### src/rtl/sram_bus_arbiter_pkg.sv
// Shared definitions for sram_bus_arbiter: FSM state encoding and stall width.
package sram_bus_arbiter_pkg;

  localparam int unsigned ARB_STATE_W  = 3;
  localparam int unsigned ARB_STALL_WD = 1;
  localparam int unsigned ARB_STRB_W   = 4;

  typedef enum logic [ARB_STATE_W-1:0] {
    ST_IDLE   = 3'd0,
    ST_D_REQ  = 3'd1,
    ST_D_WAIT = 3'd2,
    ST_I_REQ  = 3'd3,
    ST_I_WAIT = 3'd4,
    ST_DONE   = 3'd5
  } arb_state_e;

endpackage

### src/rtl/sram_bus_arbiter.sv
// sram_bus_arbiter: shares one memory bus between instruction fetch and data
// access. Data goes first, then the fetch; the pipeline is stalled while any
// access is in flight and released for exactly one cycle (DONE) with the
// registered read data valid.
//
// Ports:
//   clk, rst            clock, synchronous active-high reset
//   inst_sram_*         fetch request (en/addr) and registered fetch data
//   data_sram_*         data request (en/wen/addr/wdata) and registered load data
//   stallreq            combinational stall request to the stall controller
//   bus_req/wr/wstrb/addr/wdata   combinational bus request fields
//   bus_addr_ok/data_ok/rdata     bus handshake and read data
module sram_bus_arbiter
  import sram_bus_arbiter_pkg::*;
#(
  parameter int unsigned ADDR_W = 32,
  parameter int unsigned DATA_W = 32
) (
  input  logic                  clk,
  input  logic                  rst,
  input  logic                  inst_sram_en,
  input  logic [ADDR_W-1:0]     inst_sram_addr,
  output logic [DATA_W-1:0]     inst_sram_rdata,
  input  logic                  data_sram_en,
  input  logic [ARB_STRB_W-1:0] data_sram_wen,
  input  logic [ADDR_W-1:0]     data_sram_addr,
  input  logic [DATA_W-1:0]     data_sram_wdata,
  output logic [DATA_W-1:0]     data_sram_rdata,
  output logic                  stallreq,
  output logic                  bus_req,
  output logic                  bus_wr,
  output logic [ARB_STRB_W-1:0] bus_wstrb,
  output logic [ADDR_W-1:0]     bus_addr,
  output logic [DATA_W-1:0]     bus_wdata,
  input  logic                  bus_addr_ok,
  input  logic                  bus_data_ok,
  input  logic [DATA_W-1:0]     bus_rdata
);

  arb_state_e        state_q, state_d;
  logic              inst_pend_q, inst_pend_d;
  logic [DATA_W-1:0] inst_rdata_q, inst_rdata_d;
  logic [DATA_W-1:0] data_rdata_q, data_rdata_d;
  logic [ARB_STALL_WD-1:0] stall_c;

  // State and capture registers.
  always_ff @(posedge clk) begin
    if (rst) begin
      state_q      <= ST_IDLE;
      inst_pend_q  <= 1'b0;
      inst_rdata_q <= '0;
      data_rdata_q <= '0;
    end else begin
      state_q      <= state_d;
      inst_pend_q  <= inst_pend_d;
      inst_rdata_q <= inst_rdata_d;
      data_rdata_q <= data_rdata_d;
    end
  end

  // Next-state, pending-fetch latch and read-data capture.
  always_comb begin
    state_d      = state_q;
    inst_pend_d  = inst_pend_q;
    inst_rdata_d = inst_rdata_q;
    data_rdata_d = data_rdata_q;
    stall_c      = '0;
    unique case (state_q)
      ST_IDLE: begin
        stall_c = ARB_STALL_WD'(inst_sram_en | data_sram_en);
        if (data_sram_en) begin
          state_d     = ST_D_REQ;
          inst_pend_d = inst_sram_en;
        end else if (inst_sram_en) begin
          state_d     = ST_I_REQ;
          inst_pend_d = 1'b0;
        end
      end
      ST_D_REQ: begin
        stall_c = '1;
        if (bus_addr_ok) state_d = ST_D_WAIT;
      end
      ST_D_WAIT: begin
        stall_c = '1;
        if (bus_data_ok) begin
          // Writes complete without touching the load-data register.
          if (data_sram_wen == '0) data_rdata_d = bus_rdata;
          state_d = inst_pend_q ? ST_I_REQ : ST_DONE;
        end
      end
      ST_I_REQ: begin
        stall_c = '1;
        if (bus_addr_ok) state_d = ST_I_WAIT;
      end
      ST_I_WAIT: begin
        stall_c = '1;
        if (bus_data_ok) begin
          inst_rdata_d = bus_rdata;
          state_d      = ST_DONE;
        end
      end
      ST_DONE: begin
        state_d     = ST_IDLE;
        inst_pend_d = 1'b0;
      end
      default: state_d = ST_IDLE;
    endcase
  end

  // bus_mux: drive request fields from the held data or fetch inputs.
  always_comb begin
    bus_req   = 1'b0;
    bus_wr    = 1'b0;
    bus_wstrb = '0;
    bus_addr  = '0;
    bus_wdata = '0;
    if (state_q == ST_D_REQ) begin
      bus_req   = 1'b1;
      bus_wr    = |data_sram_wen;
      bus_wstrb = data_sram_wen;
      bus_addr  = data_sram_addr;
      bus_wdata = data_sram_wdata;
    end else if (state_q == ST_I_REQ) begin
      bus_req   = 1'b1;
      bus_addr  = inst_sram_addr;
    end
  end

  assign stallreq        = stall_c[0];
  assign inst_sram_rdata = inst_rdata_q;
  assign data_sram_rdata = data_rdata_q;

endmodule

### config.mk
export PLATFORM = sky130hd
export DESIGN_NAME = sram_bus_arbiter
export DESIGN_NICKNAME = d
export VERILOG_FILES = /design/src/rtl/sram_bus_arbiter_pkg.sv /design/src/rtl/sram_bus_arbiter.sv
export SDC_FILE = /design/constraint.sdc
export NUM_CORES = 1
export LEC_CHECK = 0
export BUFFER_PORTS_ARGS = -buffer_cell sky130_fd_sc_hd__buf_2
export CAP_MARGIN = 30
export CELL_PAD_IN_SITES_DETAIL_PLACEMENT = 0
export CELL_PAD_IN_SITES_GLOBAL_PLACEMENT = 1
export CORE_ASPECT_RATIO = 2
export CORE_MARGIN = 5
export CORE_UTILIZATION = 28
export CTS_BUF_LIST = sky130_fd_sc_hd__clkbuf_8 sky130_fd_sc_hd__clkbuf_16
export DETAILED_ROUTE_END_ITERATION = 7
export PLACE_DENSITY_LB_ADDON = 0.1
export REMOVE_ABC_BUFFERS = 1
export SETUP_SLACK_MARGIN = 0.5
export SLEW_MARGIN = 20
export SYNTH_ARGS = -nofsm -noshare
export SYNTH_HDL_FRONTEND = slang
export SYNTH_SLANG_ARGS = --single-unit
### constraint.sdc
create_clock -name clk -period 3.5 [get_ports clk]
set_input_delay 0.875 -clock clk [delete_from_list [all_inputs] [get_ports clk]]
set_output_delay 0.875 -clock clk [all_outputs]
set_load 0.1 [all_outputs]
==> impl_metrics.py, run 1 <==
metrics = {
    "status": {
        "status": "completed",
    },
    "logic_synthesis": {
        "synth.top_cell.area_share": 0.398,
        "ys_seq_elements": 68,
        "synth.area.top_cells": "dfxtp_1 40%, a21oi_1 9.8%, mux2i_1 9.7%",
        "netlist_instances": 438,
        "synth_seq_area_share": 0.398,
        "yosys.area.top_type": "dfxtp_1",
        "ys_types": 34,
        "yosysWarnings": 0,
        "avgSynthCellArea_sq_um": 7.80,
        "syn_area_sq_mm": 0.00342,
    },
    "global_route": {
        "grt_pass1_wl_microns": 22600,
        "grt_pass1_vias": 4090,
        "antenna_found_initial": 4,
        "grt_util_all_layers": 0.205,
        "overflow": 0,
        "grt_max_degree": 37,
    },
    "place": {
        "numPortBuffers": 272,
        "dp.cells": 828,
        "placed_area_sq_mm": 0.00543,
        "place_ws_ns": 0.724,
        "dp_hpwl_microns": 12300,
        "gp_congestion": 0.795,
    },
    "cells_and_area": {
        "multi_input_area_sq_mm": 0.00185,
        "regArea_sq_mm": 0.00136,
        "fin_nets": 830,
        "utilization": 0.476,
        "finalNonFillerCells": 848,
        "final_area_sq_mm": 0.00574,
        "area_growth_pct": 68.0,
        "drive_gt1_frac": 0.443,
        "fillers": 1206,
    },
    "route": {
        "top_layer_used": "met5",
        "drt_pass1_iterations": 4,
        "vias": 4000,
        "drtIter0Drc": 97,
        "vias_per_cell": 4.72,
        "routed-wl-met2_microns": 8500,
        "routed_wl_microns": 15000,
        "routed-wl-met3_microns": 1400,
        "drt-wirelength-per-cell_microns": 17.6,
        "met1Wirelength_microns": 4620,
        "drc_errors": 0,
        "antenna_left": 0,
    },
    "setup_path": {
        "crit_type": "primary input to primary output",
        "cp.required_ns": 2.62,
        "critPathLaunchType": "primary input",
        "r2r_slack_ns": 1.52,
        "cp_data_arrival_time_ns": 1.84,
        "reg2reg_depth": 5,
        "end_kind": "primary output",
        "critPathMaxFanout": 3,
        "r2r-end": "inst_sram_rdata[4]",
        "rr_startpoint": "state_q[1]",
    },
    "clocking": {
        "clockBufferDepth": 2,
        "clk_pin_slew_ns": 0.05,
        "htree_levels": 3,
        "cts_made_buffers": 9,
        "clock_sinks": 68,
        "cts_root_buf": "clkbuf_16",
        "post-cts-setup-buffers": 0,
        "clk_latency_ns": 0.33,
        "tritoncts": "done",
    },
    "sta": {
        "rsz0062_at_grt": "no",
        "max_freq_mhz": 369,
        "hold_viol": 0,
        "setup_viol": 0,
        "fin_hold_ws_ns": 0.450,
        "min_period_ns": 2.71,
        "min_period_over_period": 0.775,
        "clock_skew_ns": 0.00522,
        "setup_ws_ns": 0.788,
        "slew_headroom": 0.468,
        "slew_viol_final": 0,
        "worst-slew-pin-transition_ns": 0.796,
        "fin_setup_tns_ns": 0,
    },
    "power_and_ir_drop": {
        "swShare": 0.562,
        "p_clk_frac": 0.176,
        "combPwrFrac": 0.656,
        "power_density_mw_per_mm2": 872,
        "p_seq_frac": 0.168,
        "leakage_nw": 2.63,
        "finalPower_mw": 5.01,
        "p_int_mw": 2.20,
        "ir_drop_v": 0.000753,
        "power.switching_mw": 2.81,
    },
    "min_path": {
        "min_from": "inst_sram_rdata[8]",
        "holdCritPathClass": "flop to flop",
        "hold-path-cell-count": 2,
        "hold-path-endpoint": "inst_sram_rdata[8]",
    },
    "floorplanning": {
        "die_w_microns": 88.1,
        "placementRows": 57,
        "coreArea_sq_mm": 0.0121,
        "initial_utilization": 0.284,
        "dieArea_sq_mm": 0.0147,
        "boundaryPins": 273,
        "die_y_microns": 166,
    },
    "job": {
        "cap_viol_max_count": 0,
    },
}
metal layers:
layer  global-route usage  vias up
met5                    0        -
met4               0.0882        2
met3               0.0611       21
met2                0.384      201
met1                0.197     1777
li1                     -     1999
final cells by class:
type / instances / area share
antenna: 4 / 0.00174
clock inverter: 7 / 0.0118
tap: 147 / 0.0320
clock buffer: 9 / 0.0392
multi-input combinational: 326 / 0.322
timing repair buffer: 286 / 0.355
inverter: 1 / 0.000654
sequential: 68 / 0.237
synth_stat cells, drive strengths merged:
library cell  number
dfxtp             68
nor4               2
nor2              37
nand2             65
a2111o             1
nand4bb            2
or4                1
o32ai              1
nand3             33
or2                1
a32oi              1
nor3               1
mux2i             33
nor3b              1
inv                1
o21a               1
nand2b             3
nor2b              1
and2              36
a221oi             1
and4b              1
nor4bb             2
clkbuf            20
buf               23
o21ai             32
a21oi             67
or3                1
o31ai              1
nand4b             1
cells in the final DEF, fill, tap and decap left out, drive strengths merged, types with 2 or more instances in the layout:
master    instances
buf             286
dfxtp            68
a21oi            67
nand2            65
nor2             37
and2             36
mux2i            33
nand3            33
o21ai            32
clkbuf            9
diode             4
nand2b            3
inv               3
nor4bb            2
nand4bb           2
clkinvlp          2
clkinv            2
nor4              2
worst max-delay path, stage by stage:
cell    delay [ns]
buf_2         0.13
nor4_4        0.44
nor3_1        0.08
buf_2         0.31
registers in the layout, summed over array words and instances (netlist names):
| register | count |
|---|---|
| inst_sram_rdata | 32 |
| data_sram_rdata | 32 |
| inst_pend_q | 1 |
| state_q | 3 |
what timing repair did:
| item | CTS | global route |
|---|---|---|
| endpoints found under the setup margin | 28 | 0 |
| hold buffers | 0 | 0 |
| gates resized for setup | 1 | 0 |
power by group through the flow:
stage	Clock (mW)	Sequential, mW	Combinational, mW
2_1_floorplan	0	1.12	2.10
3_3_place_gp	0	0.854	3.30
3_5_place_dp	0	0.857	3.32
4_1_cts	0.900	0.842	3.32
5_1_grt	0.934	0.845	3.41
6_report	0.879	0.841	3.29
cells by family after synthesis:
| family | share of synthesized area |
|---|---|
| simple gates | 0.268 |
| flops | 0.398 |
| mux | 0.0966 |
| buf+inv | 0.0765 |
| compound gates | 0.160 |
worst max-delay path by stage:
stage                           from        to  slack [ns]  cells after the start
finish              data_sram_wen[2]    bus_wr        0.79                      4
global route              state_q[1]  stallreq        0.68                      5
CTS                 data_sram_wen[2]    bus_wr        0.72                      4
detailed placement  data_sram_wen[2]    bus_wr        0.72                      4
global placement    data_sram_wen[2]    bus_wr        0.72                      4
floorplan           data_sram_wen[1]    bus_wr       -0.83                      2
(Power assumes the default switching activity.)
==> inputs of run 2 (changes only) <==
Settings changed: CORE_UTILIZATION 28 to 23.
Clock period 3.5 ns to 2.33 ns, I/O delays scaled along.
==> run 2 against run 1 <==
Register-to-register slack got worse by 0.86 ns. Largest cell class unchanged. Sequential share of layout area fell by 6.0 points. Highest routed layer unchanged. Die area rose by 20%. Sequential power increased by 52%. Cell count is 10% higher. Worst setup slack got worse by 0.73 ns.
==> impl_metrics.py, run 2 (same netlist as run 1, synthesis figures left out) <==
metrics = {
    "setup_path": {
        "cp_data_arrival_time_ns": 1.69,
        "end_kind": "primary output",
        "cp.required_ns": 1.75,
        "crit_type": "flop to primary output",
        "critPathMaxFanout": 5,
        "critPathLaunchType": "flop",
    },
    "status": {
        "status": "completed",
    },
    "power_and_ir_drop": {
        "p_clk_frac": 0.156,
        "ir_drop_v": 0.000796,
        "p_seq_frac": 0.120,
        "p_int_mw": 5.62,
        "leakage_nw": 3.23,
        "swShare": 0.475,
        "finalPower_mw": 10.7,
        "power.switching_mw": 5.09,
        "combPwrFrac": 0.724,
        "power_density_mw_per_mm2": 1380,
    },
    "cells_and_area": {
        "fin_nets": 870,
        "mostFrequentLayoutCells": "201 x buf_2, 79 x buf_12, 66 x a21oi_1, 65 x nand2_1, 65 x dfxtp_1",
        "fillers": 1356,
        "area_growth_pct": 127,
        "final_area_sq_mm": 0.00774,
        "regArea_sq_mm": 0.00137,
        "multi_input_area_sq_mm": 0.00252,
        "finalNonFillerCells": 933,
        "drive_gt1_frac": 0.619,
        "final_common_cell": "buf_2",
    },
    "route": {
        "antenna_left": 0,
        "routed_wl_microns": 17900,
        "drtIter0Drc": 144,
        "vias_per_cell": 4.64,
        "drt_pass1_iterations": 4,
        "drc_errors": 0,
        "drt-wirelength-per-cell_microns": 19.1,
        "vias": 4326,
    },
    "sta": {
        "min_period_ns": 2.28,
        "worst-slew-pin-transition_ns": 0.536,
        "slew_headroom": 0.645,
        "clock_skew_ns": 0.00635,
        "setup_ws_ns": 0.0543,
        "hold_viol": 0,
        "fin_hold_ws_ns": 0.448,
        "slew_viol_final": 0,
        "setup_viol": 0,
        "min_period_over_period": 0.977,
        "rsz0062_at_grt": "yes",
        "max_freq_mhz": 439,
    },
    "place": {
        "dp_hpwl_microns": 12500,
        "dp.cells": 876,
        "numPortBuffers": 272,
        "place_ws_ns": 0.241,
        "gp_congestion": 0.772,
        "placed_area_sq_mm": 0.00602,
    },
    "global_route": {
        "grt_pass1_wl_microns": 25900,
        "grt_util_all_layers": 0.196,
        "grt_max_degree": 49,
        "grt_pass1_vias": 4547,
        "antenna_found_initial": 3,
        "overflow": 0,
    },
    "floorplanning": {
        "initial_utilization": 0.232,
        "coreArea_sq_mm": 0.0147,
        "placementRows": 63,
        "boundaryPins": 273,
        "dieArea_sq_mm": 0.0175,
        "die_w_microns": 96.2,
        "die_y_microns": 182,
    },
    "clocking": {
        "clockBufferDepth": 2,
        "clk_pin_slew_ns": 0.06,
        "tritoncts": "done",
        "clk_latency_ns": 0.33,
        "cts_root_buf": "clkbuf_16",
        "htree_levels": 3,
        "clock_sinks": 68,
        "cts_made_buffers": 9,
    },
    "min_path": {
        "holdCritPathClass": "flop to flop",
    },
    "job": {
        "cap_viol_max_count": 0,
    },
}
==> run 2: cell types whose count changed in the layout (fill, tap and decap cells not counted), moves of 6 or more <==
cell and change:
buf_12 +42, and2_1 -36, and2_4 +36, buf_2 -35, nor2_1 -32, mux2i_1 -31, nor2_4 +29, mux2i_4 +21
buf_6 +13, mux2i_2 +10, buf_16 +6
==> run 2: power by group through the flow <==
stage	logic, mW	clock network (mW)	registers (mW)
global placement	5.67	0	1.32
finish	7.76	1.67	1.28
CTS	7.14	1.70	1.28
global route	8.02	1.75	1.29
detailed placement	5.68	0	1.32
floorplan	3.16	0	1.68
==> run 2: area by class of cell <==
type,instances,area share
antenna,1,0.000323
clock buffer,9,0.0291
clock inverter,7,0.0181
inverter,1,0.000808
multi-input combinational,326,0.325
sequential,68,0.177
tap,195,0.0315
timing repair buffer,326,0.418
==> run 2: path summary, 6_finish.rpt <==
| kind | from | to | slack, ns | depth (start not counted) |
|---|---|---|---|---|
| hold / removal | inst_sram_rdata[16] | inst_sram_rdata[16] | 0.45 | 2 |
| setup reg to reg | state_q[0] | data_sram_rdata[1] | 0.66 | 6 |
| setup / recovery | state_q[2] | bus_wdata[5] | 0.05 | 7 |
| hold reg to reg | inst_sram_rdata[16] | inst_sram_rdata[16] | 0.45 | 2 |
==> run 2: metrics by stage <==
step / TNS (ns) / util
floorplan: -181.34 / -
CTS: 0 / 0.494
detailed placement: 0 / 0.409
finish: 0 / 0.525
global route: -0.0829 / 0.525
global placement: 0 / 0.409
==> run 2: worst max-delay path, stage by stage (launching register included) <==
cell	delay [ns]
dfxtp_2	0.32
nand2b_4	0.15
buf_12	0.13
nor2_4	0.16
buf_6	0.16
clkbuf_16	0.14
and2_4	0.14
buf_12	0.16
==> run 2: routing by layer <==
layer,part of all wire,up-vias,track usage
met5,0.00078,-,0
met3,0.099,23,0.0705
met4,0.028,4,0.0684
met2,0.55,209,0.356
met1,0.32,2007,0.199
li1,-,2083,-
==> run 2: timing repair <==
item | 4_1_cts | 5_1_grt
setup buffers | 19 | 8
endpoints found under the setup margin | 71 | 89
gates cloned | 7 | 6
pin swaps | 15 | 43
hold buffers | 0 | 0
resized for setup | 150 | 56
